===== src/rtl/counter_pkg.sv =====
// Shared types and constants for the button-driven counter front end.
package counter_pkg;

    typedef enum logic [1:0] {
        IDLE,
        APPLY,
        SETTLE
    } state_t;

    // Array order doubles as priority: lowest index wins.
    localparam int BTN_IDX_CLR = 0;
    localparam int BTN_IDX_INC = 1;
    localparam int BTN_IDX_DEC = 2;
    localparam int NUM_BTNS    = 3;

    localparam int DEFAULT_DEBOUNCE_CYCLES = 100000;

endpackage


===== src/rtl/button_conditioner.sv =====
// Two-flop synchronizer, debounce filter and one-cycle press pulse for a raw button.
module button_conditioner
    import counter_pkg::*;
#(
    parameter int DEBOUNCE_CYCLES = DEFAULT_DEBOUNCE_CYCLES
) (
    input  logic CLK,
    input  logic RST_N,
    input  logic BTN,
    output logic PRESS
);

    localparam int CNT_W = (DEBOUNCE_CYCLES > 1) ? $clog2(DEBOUNCE_CYCLES) : 1;
    localparam logic [CNT_W-1:0] CNT_MAX = CNT_W'(DEBOUNCE_CYCLES - 1);

    logic             r_sync1;
    logic             r_sync2;
    logic             r_stable;
    logic             r_stable_d;
    logic [CNT_W-1:0] r_cnt;

    // Any cycle where the synced level agrees with the stable level restarts the count.
    always_ff @(posedge CLK or negedge RST_N) begin
        if (!RST_N) begin
            r_sync1    <= 1'b0;
            r_sync2    <= 1'b0;
            r_stable   <= 1'b0;
            r_stable_d <= 1'b0;
            r_cnt      <= '0;
        end else begin
            r_sync1    <= BTN;
            r_sync2    <= r_sync1;
            r_stable_d <= r_stable;
            if (r_sync2 == r_stable) begin
                r_cnt <= '0;
            end else if (r_cnt == CNT_MAX) begin
                r_stable <= r_sync2;
                r_cnt    <= '0;
            end else begin
                r_cnt <= r_cnt + CNT_W'(1);
            end
        end
    end

    assign PRESS = r_stable & ~r_stable_d;

endmodule


===== src/rtl/button_counter_ctrl.sv =====
// Turns debounced clear/increment/decrement presses into a single-cycle LOAD
// with the next value for the downstream counter register.
module button_counter_ctrl
    import counter_pkg::*;
#(
    parameter int WIDTH           = 4,
    parameter int DEBOUNCE_CYCLES = DEFAULT_DEBOUNCE_CYCLES,
    parameter bit SATURATE        = 1'b0
) (
    input  logic             CLK,
    input  logic             RST_N,
    input  logic             BTN_INC,
    input  logic             BTN_DEC,
    input  logic             BTN_CLR,
    input  logic [WIDTH-1:0] Q,
    output logic             LOAD,
    output logic [WIDTH-1:0] DIN,
    output logic             WRAP
);

    localparam logic [WIDTH-1:0] ALL_ONES = '1;

    logic [NUM_BTNS-1:0] w_btn_raw;
    logic [NUM_BTNS-1:0] w_press;

    assign w_btn_raw[BTN_IDX_CLR] = BTN_CLR;
    assign w_btn_raw[BTN_IDX_INC] = BTN_INC;
    assign w_btn_raw[BTN_IDX_DEC] = BTN_DEC;

    for (genvar g = 0; g < NUM_BTNS; g++) begin : g_cond
        button_conditioner #(
            .DEBOUNCE_CYCLES(DEBOUNCE_CYCLES)
        ) u_cond (
            .CLK  (CLK),
            .RST_N(RST_N),
            .BTN  (w_btn_raw[g]),
            .PRESS(w_press[g])
        );
    end

    state_t           r_state;
    state_t           w_state_nxt;
    logic             r_load;
    logic             w_load_nxt;
    logic [WIDTH-1:0] r_din;
    logic [WIDTH-1:0] w_din_nxt;
    logic             r_wrap;
    logic             w_wrap_nxt;
    logic [WIDTH-1:0] w_inc;
    logic [WIDTH-1:0] w_dec;
    logic             w_at_max;
    logic             w_at_min;

    assign w_inc    = Q + WIDTH'(1);
    assign w_dec    = Q - WIDTH'(1);
    assign w_at_max = (Q == ALL_ONES);
    assign w_at_min = (Q == '0);

    // Presses arriving outside IDLE are dropped; a saturated limit leaves the FSM in IDLE.
    always_comb begin
        w_state_nxt = r_state;
        w_load_nxt  = 1'b0;
        w_din_nxt   = r_din;
        w_wrap_nxt  = 1'b0;
        unique case (r_state)
            IDLE: begin
                if (w_press[BTN_IDX_CLR]) begin
                    w_load_nxt  = 1'b1;
                    w_din_nxt   = '0;
                    w_state_nxt = APPLY;
                end else if (w_press[BTN_IDX_INC]) begin
                    if (!(SATURATE && w_at_max)) begin
                        w_load_nxt  = 1'b1;
                        w_din_nxt   = w_inc;
                        w_wrap_nxt  = w_at_max;
                        w_state_nxt = APPLY;
                    end
                end else if (w_press[BTN_IDX_DEC]) begin
                    if (!(SATURATE && w_at_min)) begin
                        w_load_nxt  = 1'b1;
                        w_din_nxt   = w_dec;
                        w_wrap_nxt  = w_at_min;
                        w_state_nxt = APPLY;
                    end
                end
            end
            APPLY:   w_state_nxt = SETTLE;
            SETTLE:  w_state_nxt = IDLE;
            default: w_state_nxt = IDLE;
        endcase
    end

    always_ff @(posedge CLK or negedge RST_N) begin
        if (!RST_N) begin
            r_state <= IDLE;
            r_load  <= 1'b0;
            r_din   <= '0;
            r_wrap  <= 1'b0;
        end else begin
            r_state <= w_state_nxt;
            r_load  <= w_load_nxt;
            r_din   <= w_din_nxt;
            r_wrap  <= w_wrap_nxt;
        end
    end

    assign LOAD = r_load;
    assign DIN  = r_din;
    assign WRAP = r_wrap;

endmodule


===== config.mk =====
export PLATFORM = sky130hd
export DESIGN_NAME = button_counter_ctrl
export DESIGN_NICKNAME = d
export VERILOG_FILES = /design/src/rtl/counter_pkg.sv /design/src/rtl/button_conditioner.sv /design/src/rtl/button_counter_ctrl.sv
export SDC_FILE = /design/constraint.sdc
export NUM_CORES = 1
export LEC_CHECK = 0
export CAP_MARGIN = 40
export CORE_UTILIZATION = 55
export DETAILED_ROUTE_END_ITERATION = 10
export GPL_TIMING_DRIVEN = 0
export PLACE_DENSITY = 0.81
export SYNTH_ARGS = -nofsm -noshare
export SYNTH_HDL_FRONTEND = slang
export SYNTH_SLANG_ARGS = --single-unit
export TNS_END_PERCENT = 50

===== constraint.sdc =====
create_clock -name CLK -period 2.27 [get_ports CLK]
set_input_delay 0.454 -clock CLK [delete_from_list [all_inputs] [get_ports CLK]]
set_output_delay 0.454 -clock CLK [all_outputs]
set_load 0.01 [all_outputs]

==> flow_summary.toml <==
[placement]
pre_cts_ws_ps = 43.3
io_buffers = 14
post-dp-hpwl_um = 3830
gp_congestion = 0.786
place_area_um2 = 3520

[power_and_ir_drop]
irDropWorstVdd_uv = 394
total_power_mw = 2.29
power.leakage_nw = 1.61
power_density_nw_per_um2 = 618

[global_route]
grt_max_degree = 40
grt_overflow = 0
grt.total_usage_pct = 20.9
grt_pass1_wl_um = 9940
antenna_found_initial = 0
grt_pass1_vias = 2261

[cts]
htreeDepth = 3
cts_setup_buffers = 0
clk_latency_ps = 340
cts_tree = "done"
cts.sinks = 71
hold_buffers = 0
clock_path_buffers = 2
numCtsBuffers = 9
cts_root_buf = "clkbuf_8"
clk_pin_slew_ps = 70

[worst_setup_path]
crit_type = "register to register"
cp_cell_sequence = "nor2b_2 > inv_1 > ha_1 > o21a_1 > nor3_1 > or3_1 > a32o_1"
path_delay_family = "simple AND/OR/NAND/NOR gates"
cp_num_buf_inv = 1
cp_max_fo = 5
start_kind = "register"
max_stage_delay_ps = 390
arrival_ps = 2300
critPathSlowestCell = "dfrtp_1"
cp.required_ps = 2510
end_kind = "register"

[die]
initial_core_util_pct = 58.3
rows = 27
die_height_um = 79.1
io_pins = 15
core_area_um2 = 5610
die_w_um = 79.1
die_area_um2 = 6260

[run]
maxCapViolations = 0

[synthesis]
netlist.area_leader.share_pct = 54.3
synthXorXnorAreaFrac_pct = 11.5
synthMuxAreaShare_pct = 1.03
synth-adder-area-share_pct = 1.91
synth.area.top_cells = "dfrtp_1 (54%), xor2_1 (7.5%), nor2_1 (6.1%)"
synthDistinctLibCells = 36
ys.flop_type = "dfrtp_1"
yosysSeqAreaShare_pct = 54.3
synth_compound_gate_area_share_pct = 4.90
yosys-top-cells-count = "dfrtp_1 (71), nor2_1 (53), xor2_1 (28), nand2_1 (19), nand4_1 (19)"
avgSynthCellArea_um2 = 10.3
synth_top_family_by_area = "simple AND/OR/NAND/NOR gates"
synth_area_um2 = 3270
ys_ff_latch = 71
async_reset_ff_share_pct = 100
yosys_warnings = 0
synth.most_common_cell = "dfrtp_1"
synth_cells = 316
synth-edff-count = 0
synth.largest_area_cell = "dfrtp_1"
synthSimpleGateAreaFrac_pct = 24.4
synthesis.nets = 330

[route]
antenna_left = 0
vias_per_cell = 5.55
vias = 2326
wl_um = 5570
drc = 0
drtPass1Iterations = 4
drt-initial-drc-count = 83
wl_per_cell_um = 13.3

[finish]
diodes = 0
fin_area_um2 = 3700
area_growth_pct = 13.3
drive_gt1_share_pct = 8.93
nets = 356

[timing]
fin_crit_sh_pct = 90.9
final-setup-viol-count = 0
setup_slack_ps = 206
slew_viol_final = 0
relSlewSlack_pct = 56.0
min_period_ps = 2060
tightest_slew_ps = 654
clock.fmax_mhz = 484
fin_skew_ps = 7.06
hold_violations = 0
rsz0062_at_grt = "no"

[min_path]
hold_path_class = "primary input to async pin"

[status]
status = "completed"
report_power, final:
part | switching [mW] | internal, mW | total, mW
logic | 0.0636 | 0.0380 | 0.102
registers | 0.0159 | 1.28 | 1.30
clock network | 0.434 | 0.453 | 0.887
metal layers:
layer / GRT usage [%] / part of all wire, % / vias to the layer above
met3: 6.55 / 3.4 / 10
met4: 8.91 / 1.5 / 0
li1: - / - / 1149
met5: 0 / 0 / -
met2: 32.8 / 48 / 31
met1: 26.8 / 47 / 1136
path summary, 6_finish.rpt:
check	start	end	slack, ps	cells after the start
min reg2reg	g_cond[1].u_cond.r_sync1	g_cond[1].u_cond.r_sync2	350	0
max in group asynchronous	RST_N	g_cond[1].u_cond.r_cnt[9]	1680	2
min in group CLK	g_cond[1].u_cond.r_sync1	g_cond[1].u_cond.r_sync2	350	0
max reg2reg	g_cond[1].u_cond.r_stable	DIN[3]	210	7
max	g_cond[1].u_cond.r_stable	DIN[3]	210	7
min	RST_N	g_cond[0].u_cond.r_cnt[13]	50	1
worst reg2reg max path, cell delays in order (launching register included):
cell     delay [ps]
dfrtp_1         390
nor2b_2         300
inv_1           150
ha_1            350
o21a_1          130
nor3_1           50
or3_1           340
a32o_1          240
layout by cell type (no fill, tap or decap), types with 3 or more instances in the layout:
cell / instances
mux2_2: 3
nor4bb_1: 4
nor2_1: 53
and4_1: 8
xnor2_1: 15
and2_1: 5
a21oi_1: 8
nand4_1: 19
xor2_1: 28
o31ai_1: 3
dfrtp_1: 71
nor3_1: 7
buf_2: 5
nand3_1: 14
nand2_1: 19
or3_1: 7
nor2b_1: 3
o21ai_0: 7
clkdlybuf4s50_1: 13
clkbuf_8: 11
clkbuf_1: 5
ha_1: 5
inv_1: 7
per-stage QoR:
| step | util (%) | hold WS, ps | setup TNS [ps] | instances |
|---|---|---|---|---|
| final | 66.0 | 45.4 | 0 | 419 |
| after global routing | 66.0 | 66.8 | 0 | 419 |
| after CTS | 65.9 | 46.3 | 0 | 419 |
| after detailed placement | 62.7 | 336 | 0 | 403 |
| after global placement | 62.4 | 334 | -110020 | 402 |
| after floorplan | - | 158 | 0 | 316 |
registers in the layout (all words and copies together), names as in the netlist:
name and count:
DIN 4, LOAD 1, WRAP 1, g_cond.u_cond.r_cnt 51, g_cond.u_cond.r_sync2 3, g_cond.u_cond.r_stable 3, g_cond.u_cond.r_sync1 3, g_cond.u_cond.r_stable_d 3
r_state 2
what timing repair did:
action / 4_1_cts / 5_1_grt
endpoints found under the setup margin: 0 / 21
hold endpoints to repair: 0 / 0
gates resized for setup: 0 / 3
kinds of logic after synthesis:
family	after synthesis
multiplexers	3
AND/OR/NAND/NOR	152
buffers and inverters	15
AO/OA/AOI/OAI	27
adder cells (fa/ha/maj)	5
flip-flops	71
XOR/XNOR	43
cell type report:
cell class              count  area (um2)
repair buffers             15         158
inverters                   7        26.3
plain buffers               8        36.3
multi-input cells         230        1440
well taps                  72        90.1
clock buffers              13         159
clock inverters             3        17.5
flip-flops and latches     71        1780
fillers                   447        1900
(Power assumes the default switching activity.)
